## src/rtl/fetch_queue.sv

```systemverilog
// fetch_queue: in-order FIFO between instruction fetch and decode.
// Each entry holds an instruction plus its prediction metadata: PC,
// predicted next PC, GHR index, PHT state and redirect flag.
//
// Ports:
//   clk, globalReset (async, active-low)
//   fetch side : fetchValid, instrF, instrPCF, predictedPCF, GHRIndexF,
//                PHTStateF, redirectF -> fetchReady
//   decode side: decodeStall -> instrValid, instr, instrPC, predictedPC,
//                GHRIndex, PHTState, redirect
//   control    : flush (commit-time mispredict, single-cycle clear)
//   status     : count, full, empty
module fetch_queue #(
  parameter int WIDTH = 31,
  parameter int INDEX = 7,
  parameter int DEPTH = 4,
  parameter int PTR   = 1
) (
  input  logic             clk,
  input  logic             globalReset,
  input  logic             fetchValid,
  input  logic [WIDTH:0]   instrF,
  input  logic [WIDTH:0]   instrPCF,
  input  logic [WIDTH:0]   predictedPCF,
  input  logic [INDEX:0]   GHRIndexF,
  input  logic [1:0]       PHTStateF,
  input  logic             redirectF,
  output logic             fetchReady,
  input  logic             decodeStall,
  input  logic             flush,
  output logic             instrValid,
  output logic [WIDTH:0]   instr,
  output logic [WIDTH:0]   instrPC,
  output logic [WIDTH:0]   predictedPC,
  output logic [INDEX:0]   GHRIndex,
  output logic [1:0]       PHTState,
  output logic             redirect,
  output logic [PTR+1:0]   count,
  output logic             full,
  output logic             empty
);

  typedef struct packed {
    logic [WIDTH:0] instr;
    logic [WIDTH:0] pc;
    logic [WIDTH:0] pred_pc;
    logic [INDEX:0] ghr_index;
    logic [1:0]     pht_state;
    logic           redirect;
  } entry_t;

  localparam logic [PTR+1:0] DEPTH_C = (PTR+2)'(DEPTH);
  localparam logic [WIDTH:0] NOP     = (WIDTH+1)'(32'h0000_0013);

  entry_t         mem_q [DEPTH];
  entry_t         mem_d [DEPTH];
  logic [PTR:0]   rd_ptr_q, rd_ptr_d;
  logic [PTR:0]   wr_ptr_q, wr_ptr_d;
  logic [PTR+1:0] count_q, count_d;

  logic   push;
  logic   pop;
  entry_t head;

  // Status comes only from registered count, so fetchReady has no path
  // from decodeStall.
  assign full       = (count_q == DEPTH_C);
  assign empty      = (count_q == '0);
  assign fetchReady = !full;
  assign instrValid = !empty;
  assign count      = count_q;

  assign push = fetchValid && fetchReady && !flush;
  assign pop  = instrValid && !decodeStall && !flush;

  always_comb begin
    mem_d    = mem_q;
    rd_ptr_d = rd_ptr_q;
    wr_ptr_d = wr_ptr_q;
    count_d  = count_q;
    if (flush) begin
      rd_ptr_d = '0;
      wr_ptr_d = '0;
      count_d  = '0;
    end else begin
      if (push) begin
        mem_d[wr_ptr_q] = '{instr:     instrF,
                            pc:        instrPCF,
                            pred_pc:   predictedPCF,
                            ghr_index: GHRIndexF,
                            pht_state: PHTStateF,
                            redirect:  redirectF};
        wr_ptr_d = wr_ptr_q + 1'b1;
      end
      if (pop) begin
        rd_ptr_d = rd_ptr_q + 1'b1;
      end
      unique case ({push, pop})
        2'b10:   count_d = count_q + 1'b1;
        2'b01:   count_d = count_q - 1'b1;
        default: count_d = count_q;
      endcase
    end
  end

  always_ff @(posedge clk or negedge globalReset) begin
    if (!globalReset) begin
      mem_q    <= '{default: '0};
      rd_ptr_q <= '0;
      wr_ptr_q <= '0;
      count_q  <= '0;
    end else begin
      mem_q    <= mem_d;
      rd_ptr_q <= rd_ptr_d;
      wr_ptr_q <= wr_ptr_d;
      count_q  <= count_d;
    end
  end

  // Head read is combinational; an empty queue presents a NOP with no
  // redirect, the other fields are stale and qualified by instrValid.
  assign head        = mem_q[rd_ptr_q];
  assign instr       = empty ? NOP : head.instr;
  assign redirect    = !empty && head.redirect;
  assign instrPC     = head.pc;
  assign predictedPC = head.pred_pc;
  assign GHRIndex    = head.ghr_index;
  assign PHTState    = head.pht_state;

endmodule

```

## config.mk

```make
export PLATFORM = sky130hd
export DESIGN_NAME = fetch_queue
export DESIGN_NICKNAME = d
export VERILOG_FILES = /design/src/rtl/fetch_queue.sv
export SDC_FILE = /design/constraint.sdc
export NUM_CORES = 1
export LEC_CHECK = 0
export ABC_AREA = 1
export BUFFER_PORTS_ARGS = -buffer_cell sky130_fd_sc_hd__buf_2
export CORE_MARGIN = 1.5
export CORE_UTILIZATION = 55
export CTS_CLUSTER_DIAMETER = 30
export DETAILED_ROUTE_END_ITERATION = 6
export PLACE_DENSITY = 0.76
export RECOVER_POWER = 100
export SKIP_LAST_GASP = 1
export SYNTH_ARGS = -nofsm -noshare
export SYNTH_HDL_FRONTEND = slang
export SYNTH_SLANG_ARGS = --single-unit
```

## constraint.sdc

```tcl
create_clock -name clk -period 2.3 [get_ports clk]
set_clock_uncertainty 0.15 [all_clocks]
set_input_delay 0.46 -clock clk [delete_from_list [all_inputs] [get_ports clk]]
set_output_delay 0.46 -clock clk [all_outputs]
set_load 0.005 [all_outputs]
```

; Yosys cells after proc, flatten, opt, wreduce, memory -nomap -nowiden
; Cells that the tools add are included.
[word_totals]
register_bits = 435
latch_bits = 0
ram_bits = 0
romBits = 0
n_memories = 0
[op_classes]
add_sub_neg = 4
multipliers = 0
div = 0
order_cmp = 3
n_eq_ne = 3
shift = 0
mux = 13
bitwise = 3
reduce_logical = 15
[op_table]
columns = operator, n
row1 = bitwise mux 428 bit, 1
row2 = two-way mux 107 bit, 3
row3 = binary-select mux 107 bit (select 2 bit), 1
row4 = demux 107 bit (select 2 bit), 1
row5 = two-way mux 32 bit, 1
row6 = two-way mux 2 bit, 4
row7 = >= comparator 3 bit (second input constant), 2
row8 = logical AND 1 bit, 6
row9 = NOT 2 -> 3 bit, 2
row10 = case mux 3 bit (2 select lines), 1
row11 = adder 2 x 1 -> 2 bit (second input constant), 2
row12 = logical NOT 1 bit, 4
row13 = nonzero test 2 bit, 2
row14 = adder 3 x 1 -> 3 bit (second input constant), 1
row15 = equality test 3 bit (second input constant), 1
row16 = logical NOT 3 bit, 1
row17 = less-than comparator 3 x 1 -> 1 bit (second input constant), 1
row18 = two-way mux 3 bit, 1
row19 = nonzero test 3 bit, 1
row20 = subtractor 3 x 1 -> 3 bit (second input constant), 1
row21 = equality test 2 x 1 -> 1 bit (second input constant), 1
row22 = equality test 2 bit (second input constant), 1
row23 = AND reduction 2 bit, 1
row24 = NOT 1 bit, 1

; Longest topological paths before layout
[logic_depth]
word_depth = 7
ltp_mapped = 12
ltp_nobuf = 12

; Least setup slack after synthesis
; OpenSTA, ideal clock, no wires.
[synth_timing]
path_type = reg-to-reg
start = reg count_q[1], in the netlist count[1]
end = reg count_q[2], in the netlist count[2]
arrival_ps = 1671
t_required_ps = 2034
slack_ps = 363
path_stages_with_launch = 12
n_path_buf = 0
synth_period_minus_slack_ps = 1937
cell_sequence = dfrtp_1 -> nor2_2 -> a21oi_1 -> nand3_1 -> inv_1 -> fa_1 -> xnor2_1 -> inv_1 -> nand2_1 -> nand2_1 -> nand2_1 -> nand2_1
[synth_between]
elab_chain_len = 7
word_cells_on_any_way = 15
cone_classes = 2 x add/sub / 3 x eq/ne / 2 x mux / 8 x reduce/logical
[synth_rtl]
columns = item, line_no
row1 = "start, declared", 59  ; logic [PTR+1:0] count_q, count_d;
row2 = "start signal, assigned", 116  ; count_q <= count_d;
row3 = equality test 3 bit / logical NOT 3 bit (equally long branches), "67, 68"
row4 = logical NOT 1 bit (on tied branches), "69, 70"
row5 = logical AND 1 bit (on tied branches) (2 in a row), "73, 74"
row6 = equality test 2 x 1 -> 1 bit / equality test 2 bit (equally long branches), 98  ; unique case ({push, pop})
row7 = case mux 3 bit (2 select lines), 98
row8 = two-way mux 3 bit, 81  ; if (flush) begin
; Several ways; a longest one is shown, not always the timed one.
; A chain may end at the register's enable or synchronous reset.

; Worst setup path after layout
[layout_timing]
start = reg rd_ptr_q[0]
end = out instrPC[19]
[layout_between]
elab_chain_len = 4
[layout_rtl]
columns = item, line_no
row1 = "start, declared", 57  ; logic [PTR:0] rd_ptr_q, rd_ptr_d;
row2 = "start signal, assigned", 114  ; rd_ptr_q <= rd_ptr_d;
row3 = NOT 2 -> 3 bit (implied by the code), 122  ; assign head = mem_q[rd_ptr_q];
row4 = binary-select mux 107 bit (select 2 bit), 122
row5 = two-way mux 107 bit (implied by the code) (2 in a row), 122
row6 = "end, declared", 33  ; output logic [WIDTH:0] instrPC,
; Every way passes these cells. The select of a mux whose other input is x is not followed.

==> flow_metrics.py <==
metrics = {
    "run": {
        "maxCapViolCount": 0,
    },
    "power": {
        "power.internal_mw": 26.5,
        "power.share.clock_pct": 36.1,
        "pwr-share-comb_pct": 31.2,
        "p_switching_mw": 13.3,
        "peakVddDrop_mv": 0.909,
        "finalPower_mw": 39.8,
        "p_seq_share_pct": 32.7,
        "p_per_area_nw_per_um2": 1570,
        "p_leak_nw": 12.5,
        "sw_frac_of_total_pct": 33.4,
    },
    "global_route": {
        "overflow": 0,
        "grt_use_total_pct": 30.6,
        "grt_max_degree": 85,
        "grt_pass1_vias": 17400,
        "antenna_found_initial": 3,
        "grt_pass1_wl_um": 87900,
    },
    "floorplan": {
        "die_w_um": 190,
        "io_pins": 226,
        "die-area_um2": 36000,
        "coreArea_um2": 34500,
        "start_util_pct": 55.6,
        "chipHeight_um": 190,
        "num_rows": 68,
    },
    "critical_path": {
        "critPathMaxStageDelay_ns": 0.51,
        "r2r_slack_ns": -0.20,
        "critPathTopFamily": "buffers and inverters",
        "reg2reg_depth": 8,
        "crit_type": "flop to output pin",
        "crit_path_end_kind": "output pin",
        "r2r-end": "mem_q[353]",
        "worstPathMaxFanout": 33,
        "crit_slowest_cell": "dfrtp_4",
        "r2r-start": "count[1]",
        "path_buf_inv": 4,
        "cp.required_ns": 1.69,
        "critPathLaunchType": "flop",
        "crit_chain": "buf_12 > clkinv_16 > buf_16 > o21ai_0 > o22ai_1 > buf_2",
        "arrival_ns": 2.16,
    },
    "cells_and_area": {
        "area_delta_synth_final_pct": 32.5,
        "utilization_pct": 73.7,
        "fin_area_um2": 25400,
        "drive_above_1_share_pct": 21.6,
        "fill_cells": 2309,
        "layout.nets": 2602,
        "layout.cells.non_filler": 3017,
    },
    "yosys": {
        "yosysTopAreaCellShare_pct": 56.8,
        "seq_area_frac_synth_pct": 56.8,
        "synth_seq_cells": 435,
        "synth-edff-count": 0,
        "synth_top_cell_by_area": "dfrtp_1",
        "synthTopCellsByCount": "446 x nand2_1, 435 x dfrtp_1, 400 x o21ai_0",
        "ys_warn_count": 0,
        "synth_most_common_cell": "nand2_1",
        "syn_area_per_cell_um2": 8.65,
        "synth_area_leaders": "dfrtp_1 57%, o21ai_0 10%, nand2_1 8.7%",
        "syn-cell-area_um2": 19200,
        "syn_inst": 2217,
        "async_reset_ff_share_pct": 100,
        "synthFlopType": "dfrtp_1",
        "syn_nets": 2334,
        "ys_types": 24,
    },
    "clocking": {
        "cts_max_path_buffers": 3,
        "cts-buffers-inserted": 93,
        "clkLatencyLatePin_ns": 0.58,
        "clockRootBuffer": "clkbuf_16",
        "clock-sinks": 435,
        "cts.clk_slew.worst_paths_ns": 0.05,
        "cts_tree": "yes",
        "ctsHtreeMaxLevel": 3,
    },
    "timing": {
        "hold_slack_ns": 0.0132,
        "finalHoldViolations": 0,
        "rsz0062_at_grt": "yes",
        "setup_tns_ns": -40.55,
        "fin_crit_sh_pct": 120,
        "fin_crit_ns": 2.77,
        "slew_headroom_pct": 27.1,
        "timing.final.ws_setup_ns": -0.469,
        "finalSetupViolations": 197,
        "worst_slew_pin_slew_ns": 1.09,
        "drv_slew": 0,
        "fmax_mhz": 361,
    },
    "min_path": {
        "hold_class": "input port to flop",
        "min-delay-start": "instrF[24]",
        "whs_endpoint": "mem_q[206]",
        "holdPathStages": 3,
    },
    "drt": {
        "ant_nets": 0,
        "post_drt_via_cell_ratio": 5.82,
        "dr.pass1.iters": 6,
        "drc": 0,
        "wl_per_cell_um": 19.9,
        "drt-total-wl_um": 60100,
        "drtIter0Drc": 1912,
        "num_vias": 17600,
    },
    "placed_design": {
        "place_area_um2": 20700,
        "pre_cts_slack_ns": 0.207,
        "detailed_place_hpwl_um": 29200,
        "routabilityCongestion": 0.799,
        "io_buffer_count": 225,
        "dp.cells": 2789,
    },
    "status": {
        "status": "finished, violations left",
        "violations": "negative setup slack",
    },
}
[power groups by stage]
stage	logic (mW)	registers (mW)	clock network (mW)
2_1_floorplan	6.38	12.3	0
3_3_place_gp	9.66	12.6	0
3_5_place_dp	9.99	12.8	0
4_1_cts	10.8	12.8	14.4
5_1_grt	13.7	13.4	14.8
6_report	12.4	13.0	14.4
[worst max-delay path by stage]
stage | from | slack (ns) | endpoint | cells after the start
5_1_grt | rd_ptr_q[0] | -0.49 | instrPC[19] | 6
2_1_floorplan | count[1] | 0.36 | count[2] | 11
3_3_place_gp | flush | 0.20 | count[2] | 11
6_report | rd_ptr_q[0] | -0.47 | instrPC[19] | 6
4_1_cts | rd_ptr_q[0] | -0.35 | instr[0] | 7
3_5_place_dp | flush | 0.21 | count[2] | 11
[cells in the final DEF (no fill, tap or decap), types with 18 or more instances in the layout]
cell type	n
nor2_1	239
nor2_2	31
dfrtp_1	433
clkbuf_16	114
buf_2	220
buf_16	18
o21ai_1	268
buf_12	20
o21ai_0	367
buf_4	24
inv_1	117
bufinv_16	19
o22ai_1	68
a21oi_1	31
nand2_1	447
[worst reg2reg max path, stage by stage (launching register included)]
cell,delay [ns]
dfrtp_1,0.41
nor2_1,0.19
nand2_1,0.14
nand2_2,0.16
nor2_8,0.07
nand2_2,0.59
buf_4,0.47
nand2_1,0.12
o21ai_1,0.11
[logic make-up after synthesis]
family                     after synthesis  synth area share [%]
xor gates and xnor gates                 1                0.0457
and+or+nand+nor                        739                  14.8
buffers and inverters                  284                  7.82
adders and majority gates                5                 0.365
DFF                                    435                  56.8
AOI/OAI and AO/OA                      753                  20.2
[metal layers]
metal  GRT usage, %  wire [um]  up-vias  share of wire [%]
met5              0         14        -              0.023
met4           13.9       2190        2                3.6
met3           7.27       5240      171                8.7
met2           50.9      29400      944                 49
met1           38.1      23300     8534                 39
li1               -          -     7899                  -
[what timing repair did]
action | in CTS | in global routing
buffers inserted | 3 | 14
hold buffers | 7 | 0
pin swaps | 5 | 53
gates cloned | 7 | 25
resized for setup | 35 | 161
endpoints found under the hold margin | 117 | 0
setup endpoints to repair | 108 | 108
[cell type report]
cell class	count	area (um^2)	share of cell area, %
Sequential cell	435	10900	42.9
Inverter	119	485	1.91
Tap cell	455	569	2.24
Antenna cell	2	5.00	0.0197
Clock inverter	50	795	3.13
Timing Repair Buffer	338	3020	11.9
Clock buffer	120	2610	10.3
Multi-Input combinational cell	1498	7020	27.6
[registers in the layout (all words and copies together), names as in the netlist]
signal / flops
mem_q: 428
wr_ptr_q: 2
rd_ptr_q: 2
count: 3
(Power assumes the default switching activity.)
